`src/rtl/qq_front.sv`:
```
// rtl/qq_front.sv - command front-end driving the QuickQueue node chain enq/deq strobes
module qq_front #(
  parameter int W       = 32,
  parameter int CAP     = 16,
  parameter int TIMEOUT = 64
) (
  input  logic                       clk,
  input  logic                       rst,
  input  logic                       enq_valid,
  input  logic [W-1:0]               enq_key,
  output logic                       enq_ready,
  input  logic                       deq_valid,
  output logic                       deq_ready,
  output logic                       res_valid,
  output logic [W-1:0]               res_key,
  output logic                       res_empty,
  input  logic                       res_ready,
  output logic                       node_enq,
  output logic                       node_deq,
  output logic [W-1:0]               node_data,
  input  logic [W-1:0]               node_key,
  input  logic                       node_rdy,
  input  logic                       node_full,
  input  logic                       node_empty,
  output logic [$clog2(CAP+1)-1:0]   count,
  output logic                       timeout_err
);

  localparam int CW = $clog2(CAP + 1);
  localparam int TW = $clog2(TIMEOUT + 1);

  typedef enum logic [2:0] {
    S_IDLE,
    S_ISSUE,
    S_SETTLE,
    S_WAIT,
    S_RESP,
    S_ERR
  } state_t;

  state_t        state;
  logic          prio_deq;
  logic          op_deq;
  logic [TW-1:0] timer;

  logic idle;
  logic enq_base;
  logic deq_base;
  logic enq_go;
  logic deq_go;
  logic contested;

  // Each ready is masked only by the competing channel, never by its own valid.
  always_comb begin
    idle      = (state == S_IDLE) && !rst;
    enq_base  = idle && node_rdy && !node_full && (count < CW'(CAP)) && !timeout_err;
    deq_base  = idle && node_rdy && !timeout_err;
    enq_ready = enq_base && !(deq_valid && deq_base && prio_deq);
    deq_ready = deq_base && !(enq_valid && enq_base && !prio_deq);
    enq_go    = enq_valid && enq_ready;
    deq_go    = deq_valid && deq_ready;
    contested = enq_valid && deq_valid && enq_base && deq_base;
  end

  always_ff @(posedge clk or posedge rst) begin
    if (rst) begin
      state       <= S_IDLE;
      prio_deq    <= 1'b1;
      op_deq      <= 1'b0;
      timer       <= '0;
      count       <= '0;
      node_enq    <= 1'b0;
      node_deq    <= 1'b0;
      node_data   <= '0;
      res_valid   <= 1'b0;
      res_key     <= '0;
      res_empty   <= 1'b0;
      timeout_err <= 1'b0;
    end else begin
      node_enq <= 1'b0;
      node_deq <= 1'b0;
      case (state)
        S_IDLE: begin
          if (contested) prio_deq <= !prio_deq;
          if (enq_go) begin
            node_data <= enq_key;
            node_enq  <= 1'b1;
            count     <= count + CW'(1);
            op_deq    <= 1'b0;
            state     <= S_ISSUE;
          end else if (deq_go) begin
            op_deq <= 1'b1;
            if (count != '0 && !node_empty) begin
              // The head still holds the minimum until the strobe lands.
              node_deq  <= 1'b1;
              count     <= count - CW'(1);
              res_key   <= node_key;
              res_empty <= 1'b0;
              state     <= S_ISSUE;
            end else begin
              res_key   <= '1;
              res_empty <= 1'b1;
              res_valid <= 1'b1;
              state     <= S_RESP;
            end
          end
        end
        S_ISSUE: begin
          timer <= '0;
          state <= S_SETTLE;
        end
        S_SETTLE: state <= S_WAIT;
        S_WAIT: begin
          if (node_rdy) begin
            if (op_deq) begin
              res_valid <= 1'b1;
              state     <= S_RESP;
            end else begin
              state <= S_IDLE;
            end
          end else if (timer == TW'(TIMEOUT - 1)) begin
            timeout_err <= 1'b1;
            state       <= S_ERR;
          end else begin
            timer <= timer + TW'(1);
          end
        end
        S_RESP: begin
          if (res_ready) begin
            res_valid <= 1'b0;
            state     <= S_IDLE;
          end
        end
        S_ERR:   state <= S_ERR;
        default: state <= S_IDLE;
      endcase
    end
  end

endmodule

```
`config.mk`:
```
export PLATFORM = sky130hd
export DESIGN_NAME = qq_front
export DESIGN_NICKNAME = d
export VERILOG_FILES = /design/src/rtl/qq_front.sv
export SDC_FILE = /design/constraint.sdc
export NUM_CORES = 1
export LEC_CHECK = 0
export BUFFER_PORTS_ARGS = -buffer_cell sky130_fd_sc_hd__buf_2
export CORE_MARGIN = 4
export CORE_UTILIZATION = 52
export DETAILED_ROUTE_END_ITERATION = 10
export PLACE_DENSITY = 0.94
export SYNTH_ARGS = -nofsm -noshare
export SYNTH_HDL_FRONTEND = slang
export SYNTH_SLANG_ARGS = --single-unit
```
`constraint.sdc`:
```
create_clock -name clk -period 7.2 [get_ports clk]
set_clock_uncertainty 0.1 [all_clocks]
set_input_delay 0.72 -clock clk [delete_from_list [all_inputs] [get_ports clk]]
set_output_delay 0.72 -clock clk [all_outputs]
set_load 0.03 [all_outputs]
```
### Word level (Yosys, flattened, before mapping)

Cells that the tools add are included.

* output and inout bits: 76
* input port bits: 72
* logic and storage cells: 105
* bits in registers: 86

* multiplexer cells: 31
* eq/ne operators: 16
* reduce and logical (&&, ||, !) cells: 40
* $lt $le $gt $ge: 1
* bitwise operators: 2
* $add $sub $neg: 3

Operator list (count)
* 32-bit two-way mux: 1
* 3-bit two-way mux: 7
* 1-bit logical AND: 18
* 3-bit one-hot mux with 6 select lines: 1
* 2-bit != test (second input constant): 8
* 1-bit two-way mux: 15
* 5-bit two-way mux: 3
* 3-bit AND reduction: 5
* 7-bit two-way mux: 2
* 7-bit one-hot mux with 2 select lines: 1
* 7-bit by 1-bit adder with 7-bit output (second input constant): 1
* 7-bit by 6-bit equality test with 1-bit output (second input constant): 1
* 1-bit zero test: 7
* 7-bit AND reduction: 1
* 3-bit by 2-bit equality test with 1-bit output (second input constant): 2
* 3-bit equality test (second input constant): 2
* 3-bit != test (second input constant): 2
* 2-bit AND reduction: 3
* 2-bit nonzero test: 3
* 5-bit by 1-bit adder with 5-bit output (second input constant): 1
* 5-bit < comparator (second input constant): 1
* 5-bit nonzero test: 1
* 5-bit by 1-bit subtractor with 5-bit output (second input constant): 1
* 3-bit by 1-bit equality test with 1-bit output (second input constant): 1
* 4 further kinds: 5

### Depth between registers and ports, before layout

Gate-level depths: netlist (run 1).

* depth after elaboration: 14
* mapped depth: 10
* depth with buffers taken out: 7

### Worst setup path after synthesis (run 1)

OpenSTA, ideal clock, no wires.

* path type: in2out
* start: input rst
* end: output enq_ready
* data required time: 6.380 ns
* stages on the path: 3
* path slack: 4.208 ns
* arrival: 2.172 ns
* buffers on the path: 0
* path through: nor4b_4 nand2_1 nor4b_1

* cells in the longest elaborated chain, start to end: 8
* elaborated cells between the ends (all ways): 11
* those cells by class: reduce/logical: 11

RTL lines
* from (decl): line 8 `input logic rst,`
* 1-bit zero test (no line) (*)
* 1-bit logical AND (*): line 55 `idle = (state == S_IDLE) && !rst;`
* 1-bit logical AND (*): line 56, 57
* 1-bit logical AND: line 57 `deq_base = idle && node_rdy && !timeout_err;`
* 1-bit logical AND (2 in series): line 58 `enq_ready = enq_base && !(deq_valid && deq_base && prio_deq);`
* 1-bit zero test: line 58
* 1-bit logical AND (*): line 58
* to (decl): line 11 `output logic enq_ready,`

Every way passes the cells marked *; elsewhere a longest branch is shown, timed or not.

### Worst setup path in the final report (run 1)

* start: register state[2]
* end: register count[4]

* cells in the longest elaborated chain, start to end: 13
* elaborated cells between the ends (all ways): 21
* those cells by class: mux: 1; reduce/logical: 20

RTL lines
* from (decl): line 41 `state_t state;`
* from (signal assigned): line 67 `state <= S_IDLE;`
* from (signal assigned): line 90 `state <= S_ISSUE;`
* from (signal assigned): line 99 `state <= S_ISSUE;`
* 3-bit zero test (*): line 55, 82
* 1-bit logical AND: line 55
* 1-bit logical AND: line 56, 57
* 1-bit logical AND (3 in series): line 56 `enq_base = idle && node_rdy && !node_full && (count < CW'(CAP)) && !timeout_err;`
* 1-bit logical AND (2 in series): line 59 `deq_ready = deq_base && !(enq_valid && enq_base && !prio_deq);`
* 1-bit zero test: line 59
* 1-bit logical AND: line 59
* 1-bit logical AND: line 61 `deq_go = deq_valid && deq_ready;`
* 2-bit nonzero test (no line)
* 3-bit AND reduction (no line)
* to (signal assigned): line 88 `count <= count + CW'(1);`
* to (signal assigned): line 96 `count <= count - CW'(1);`
* to (decl): line 25 `output logic [$clog2(CAP+1)-1:0] count,`

Marked as above.
A chain may end at the register's enable or synchronous reset.

==> results of run 1 <==
[power by group]
group | internal [mW] | total, mW | switching, mW
sequential | 0.662 | 0.785 | 0.124
combinational | 0.329 | 0.875 | 0.546
clock | 0.206 | 0.373 | 0.167
total | 1.20 | 2.03 | 0.836
[logic make-up after synthesis]
logic type / count (synthesis) / synth area share
muxes: 36 / 0.128
DFF: 86 / 0.598
xor gates and xnor gates: 5 / 0.0122
and+or+nand+nor: 41 / 0.0713
adders and majority gates: 5 / 0.0195
AOI/OAI and AO/OA: 65 / 0.137
buffers and inverters: 22 / 0.0337
[cell usage in the layout (no fill, tap or decap), types with 4 or more instances in the layout]
cell,count
a21oi_1,8
buf_2,147
clkbuf_8,10
dfrtp_1,85
ha_1,4
inv_1,6
mux2_2,20
mux2_4,15
nand2_1,7
nand3_1,8
nor2_1,6
o21ai_0,8
o22a_1,33
[layer usage]
metal	routed length [um]	share of wire	vias up
met5	0	0	-
met4	232	0.028	0
met3	316	0.038	21
met2	4480	0.55	76
met1	3190	0.39	1327
li1	-	-	1243
[state kept, by name (all words and copies together) (netlist names), 3 cells and up]
| register | flops |
|---|---|
| node_data | 32 |
| timer | 7 |
| res_key | 32 |
| count | 5 |
| state | 3 |
[worst max-delay path: stages, from the launching register on]
cell,delay [ns]
dfrtp_1,0.50
nor4b_4,0.48
nand4_1,0.76
fa_1,0.74
a21o_1,0.20
a21oi_1,0.18
nand3_1,0.11
mux2_1,0.32
[cell type report]
| class | count | area, um2 |
|---|---|---|
| fillers | 497 | 2160 |
| flip-flops and latches | 86 | 2150 |
| multi-input cells | 152 | 1330 |
| repair buffers | 150 | 758 |
| clock buffers | 11 | 141 |
| well taps | 80 | 100 |
| clock inverters | 5 | 82.6 |
| inverters | 7 | 27.5 |
[through the flow]
step                      hold slack [ns]  instance area, um2  instances
after floorplan                     0.341                3600        260
after global placement              0.369                4360        475
after detailed placement            0.383                4360        475
after CTS                           0.394                4590        491
after global routing                0.420                4590        491
final                               0.396                4590        491
[path summary, 6_finish.rpt]
| path | end | cells after the start | slack [ns] | start |
|---|---|---|---|---|
| max in group asynchronous | res_key[14] | 3 | 5.72 | rst |
| max reg2reg | count[4] | 7 | 3.70 | state[2] |
| min | res_empty | 1 | 0.40 | res_empty |
| min reg2reg | res_empty | 1 | 0.40 | res_empty |
| min in group asynchronous | timeout_err | 3 | 0.60 | rst |
| max | count[4] | 7 | 3.70 | state[2] |
==> metrics.md, run 1 <==
| Metric | Value |
|---|---|
| Status | finished, final reports clean |
| Slew at the pin closest to its max-slew limit | between 1 and 1.5 ns |
| Gr ovfl total | 0 |
| Critical path required time | 7.33 ns |
| DR iter-0 viols | ~140 |
| Largest net degree at the start of global routing | 87 |
| DIE AREA | 8310 um2 |
| Grt met1 use | 0.250 |
| Worst-Skew Late Latency | 0.34 ns |
| DRC | 0 |
| Area share of the leading cell type in the synthesized netlist | 0.591 |
| Top_reg_cell synth | dfrtp_1 |
| Crit Path Class | register to register |
| Slew HR | 0.311 |
| Nets | 483 |
| Initial antenna violation count | 0 |
| Row Count | 30 |
| Hold WC Path Type | register to register |
| Yosys reg bits | between 80 and 90 |
| Async SR Flop Fraction | 1.00 |
| Grt met3 use | 0.0348 |
| Synth-to-Final Area Change | 27.6% |
| Pre-Repair DR Iteration Count | 4 |
| IO Pins | between 100 and 150 |
| Final core occ | 0.680 |
| Hpwl dp | 6080 um |
| Most frequent cell after synthesis | dfrtp_1 |
| Tot GR Track Use | 0.204 |
| Initial core utilization | 0.533 |
| Power Dens Cells | about 440 nW/um2 |
| Share of cells above drive strength 1 | 0.511 |
| GRT busiest layer | met2 |
| Sequential-to-total area share from yosys stat | 0.598 |
| Die height | 91.2 um |
| Fin crit share | 0.487 |
| Quantity of gates resized following cts | 0 |
| Syn Nets | roughly 340 |
| WL per Instance | roughly 17 um |
| Setup Fix Bufs, Post-CTS | 0 |
| Placer Congestion | 0.791 |
| Slew Viols, Final | 0 |
| Critical Path Start Type | register |
| Cts bufs inserted | 9 |
| Data arrival, critical path | approximately 3.6 ns |
| Synth Warn # | 0 |
| Max Freq | 285 MHz |
| Mean post-synth cell area | between 10 and 15 um2 |
| First-pass GRT wire length | between 10000 and 15000 um |
| Post-synth top cells | 85 x dfrtp_1, 33 x o22a_1, 20 x mux2_2, 15 x mux2_4 |
| Die X | a little over 90 um |
| Clk slew on worst S/H paths | around 0.08 ns |
| DR vias | roughly 2700 |
| Core area | a little under 7000 um2 |
| Crit. End Element | register |
| Clock buffer depth | 2 |
| Worst ir drop on vdd | 0.000204 V |
| Area of the mapped netlist | approximately 3600 um2 |
| Setup TNS | 0 ns |
| N_diodes | 0 |
| CTS tree | yes |
| CTS Sinks | 86 |
| GRT met2 Usage | 0.349 |
| Number of global-route vias before repair | roughly 2800 |
| Crit-path max FO | 15 |
| Number of synthesized flops with an enable pin | 0 |
| H-tree depth | 3 |
| Cells after Synth | 260 |
| Via/cell ratio | 5.43 |
| Yosys cell types | between 40 and 50 |
| Leak Pwr | between 2 and 2.5 nW |
| Hold Buf Count CTS | 0 |
| Fin crit period | approximately 3.5 ns |
| Design Power | just over 2 mW |
| Setup WS post-layout | about 3.7 ns |
| Clock Tree Root | clkbuf_8 |
| Routed WL | approximately 8000 um |
| Final Hold Viols | 0 |
| Area leader, netlist | dfrtp_1 |
| Max-cap viol count | 0 |
| Synth area leaders | dfrtp_1 59%, o22a_1 8.0%, mux2_2 6.3%, mux2_4 6.3%, ha_1 1.4% |
| Placement-stage worst setup slack | approximately 3.4 ns |
| RSZ-0062 raised after global routing | no |
| Finish-stage setup viols | 0 |
| # port buffers | between 100 and 150 |
| Final ANT Viol Nets | 0 |
No activity file was read; power rests on OpenSTA's default activity.
==> inputs of run 2 (changes only) <==
- CORE_UTILIZATION: 52 -> 43
- PLACE_DENSITY: 0.94 -> 0.85
- clock period: 7.2 -> 2.9 ns (I/O delays scaled with it)
==> metrics.md, run 2 (synthesized netlist as in run 1, its figures left out) <==
| Metric | Value |
|---|---|
| Status | finished, final reports clean |
| R2R Path End | count[4] |
| Critical path required time | 3.02 ns (-4.31 ns) |
| Slew HR | 0.535 (+0.224) |
| Routed WL | 8350 um (+1.6%) |
| Fin crit share | 0.937 |
| Slew Viols, Final | 0 (unchanged) |
| Share of cells above drive strength 1 | 0.513 (+0.00230) |
| Worst ir drop on vdd | 0.000520 V (+160%) |
| Via/cell ratio | 5.18 (-4.6%) |
| DIE AREA | 9900 um2 (+19%) |
| Hold Path Depth | 2 (+1) |
| R2R depth | 8 (+1) |
| DR vias | 2694 (+1.0%) |
| CP top delay family | buffers and inverters |
| Initial core utilization | 0.440 (-0.0924) |
| RSZ-0062 raised after global routing | no |
| Data arrival, critical path | 2.84 ns (-0.79 ns) |
| Final Hold Viols | 0 (unchanged) |
| Crit-path slowest cell | dlygate4sd3_1 |
| Largest net degree at the start of global routing | 48 (-45%) |
| Gate power share | 0.434 (+0.004) |
| Design area | 4660 um2 (+1.5%) |
| Placed cell area | 4420 um2 (+1.3%) |
| Int Power | 2.96 mW (+150%) |
| H-tree depth | 3 (unchanged) |
| Crit-path max FO | 6 (-9) |
| Nets | 487 (+0.83%) |
| Commonest non-fill, non-tap cell in the layout | buf_2 |
| Power Dens Cells | 1080 nW/um2 (+140%) |
| Finish-stage setup viols | 0 (unchanged) |
| First-pass GRT wire length | 13800 um (+1.5%) |
| Clk pwr share | 0.181 (-0.002) |
| Row Count | 33 (+10%) |
| Max Freq | approximately 370 MHz |
| DR iter-0 viols | 85 (-41%) |
| Fillers | 703 (+41%) |
| DRC | 0 (unchanged) |
| Pre-Repair DR Iteration Count | 4 (unchanged) |
| Net Sw Frac | 0.413 (+0.00176) |
| Worst Min Path Start | node_key[12] |
| Final core occ | 0.570 (-0.110) |
| Fin crit period | around 2.7 ns |
| Core area | 8180 um2 (+21%) |
| IO Pins | 148 (unchanged) |
| Clk slew on worst S/H paths | 0.09 ns (about the same) |
| Clock buffer depth | 2 (unchanged) |
| WL per Instance | 16.1 um (-4.1%) |
| Placer Congestion | 0.787 (-0.53%) |
| Sink of the worst hold path | res_key[12] |
| Tot GR Track Use | 0.174 (-0.0296) |
| N_diodes | 0 (unchanged) |
| Reg power frac | 0.386 (about the same) |
| Gr ovfl total | 0 (unchanged) |
| Final ANT Viol Nets | 0 (unchanged) |
| Worst reg2reg path startpoint | state[2] |
| Critical Path Start Type | input port |
| Number of global-route vias before repair | 2829 (+0.71%) |
| Hpwl dp | 6140 um (+1.1%) |
| Crit Path Class | input port to register |
| Largest regs | node_data: 32 flops, res_key: 32 flops, timer: 7 flops |
| CTS tree | yes |
| Crit. End Element | register |
| CTS Sinks | 86 (unchanged) |
| Cts bufs inserted | 9 (unchanged) |
| Slew at the pin closest to its max-slew limit | 0.697 ns (-0.337 ns) |
| CP Cell Sequence | dlygate4sd3_1 > buf_2 > nor4b_4 > nand4_1 > buf_4 > fa_1 > a21o_1 > a21oi_1 > nand3_1 > mux2_1 |
| # port buffers | 147 (unchanged) |
| Initial antenna violation count | 0 (unchanged) |
| Leak Pwr | 2.36 nW (+0.57%) |
| Slowest stage delay, CP | 0.53 ns (-0.23 ns) |
| Leading cell types in the layout, fill and taps excluded | 147 x buf_2, 85 x dfrtp_1, 33 x o22a_1 |
| Die height | 99.5 um (+9.1%) |
| Synth-to-Final Area Change | 29.5% |
| Clock Tree Root | clkbuf_8 |
| Worst-Skew Late Latency | 0.33 ns (about the same) |
| CP bufs+invs | 3 (+3) |
| R2R setup slack | 0.20 ns (-3.50 ns) |
| Max-cap viol count | 0 (unchanged) |
| Psw | 2.08 mW (+150%) |
| Setup TNS | 0 ns (unchanged) |
| Die X | 99.5 um (+9.1%) |
| Hold WC Path Type | input port to register |
[run 2: power groups by stage]
stage | Clock (mW) | Sequential, mW | Combinational [mW]
6_report | 0.912 | 1.95 | 2.19
5_1_grt | 0.999 | 2.01 | 2.33
4_1_cts | 0.945 | 1.95 | 2.21
3_5_place_dp | 0 | 1.96 | 2.20
3_3_place_gp | 0 | 1.93 | 2.15
2_1_floorplan | 0 | 2.72 | 0.792
[run 2: layout make-up]
| cell class | instances | area (um2) | share of cell area |
|---|---|---|---|
| sequential | 86 | 2150 | 0.462 |
| multi-input combinational | 152 | 1320 | 0.284 |
| timing repair buffer | 154 | 803 | 0.172 |
| tap | 105 | 131 | 0.0282 |
| clock buffer | 9 | 124 | 0.0266 |
| clock inverter | 7 | 97.6 | 0.0209 |
| inverter | 7 | 27.5 | 0.00591 |
[run 2: worst register-to-register path, stage by stage, from the launching register on]
cell     delay [ns]
dfrtp_1        0.51
nor4b_4        0.44
nand4_1        0.14
buf_4          0.18
fa_1           0.40
a21o_1         0.20
a21oi_1        0.19
nand3_1        0.11
mux2_1         0.34
[run 2: worst max path at each step]
stage	start	endpoint	depth (start not counted)
2_1_floorplan	timeout_err	count[4]	9
3_3_place_gp	state[2]	count[4]	7
3_5_place_dp	state[2]	count[4]	7
4_1_cts	state[2]	count[4]	7
5_1_grt	state[2]	count[4]	8
6_report	rst	count[4]	10
[run 2: repair_timing]
action | CTS | global route
setup endpoints to repair | 0 | 1
hold buffers | 1 | 0
resized for setup | 0 | 0
buffers inserted | 0 | 1
hold endpoints to repair | 38 | 0
[run 2: per-stage QoR]
stage | total power [mW] | hold slack (ns) | cells | worst slack [ns]
final | 5.04 | 0.0524 | 520 | 0.182
after global routing | 5.34 | 0.0303 | 520 | 0.0298
after CTS | 5.10 | 0.0271 | 519 | 0.0992
after detailed placement | 4.16 | 0.348 | 502 | 0.126
after floorplan | 3.52 | 0.316 | 260 | 0.156
after global placement | 4.08 | 0.342 | 502 | 0.252
[run 2: routing by layer]
layer	track usage	wire length, um	vias up
li1	-	-	1259
met1	0.211	3270	1327
met2	0.304	4440	98
met3	0.0428	524	10
met4	0.0588	118	0
met5	0	0	-
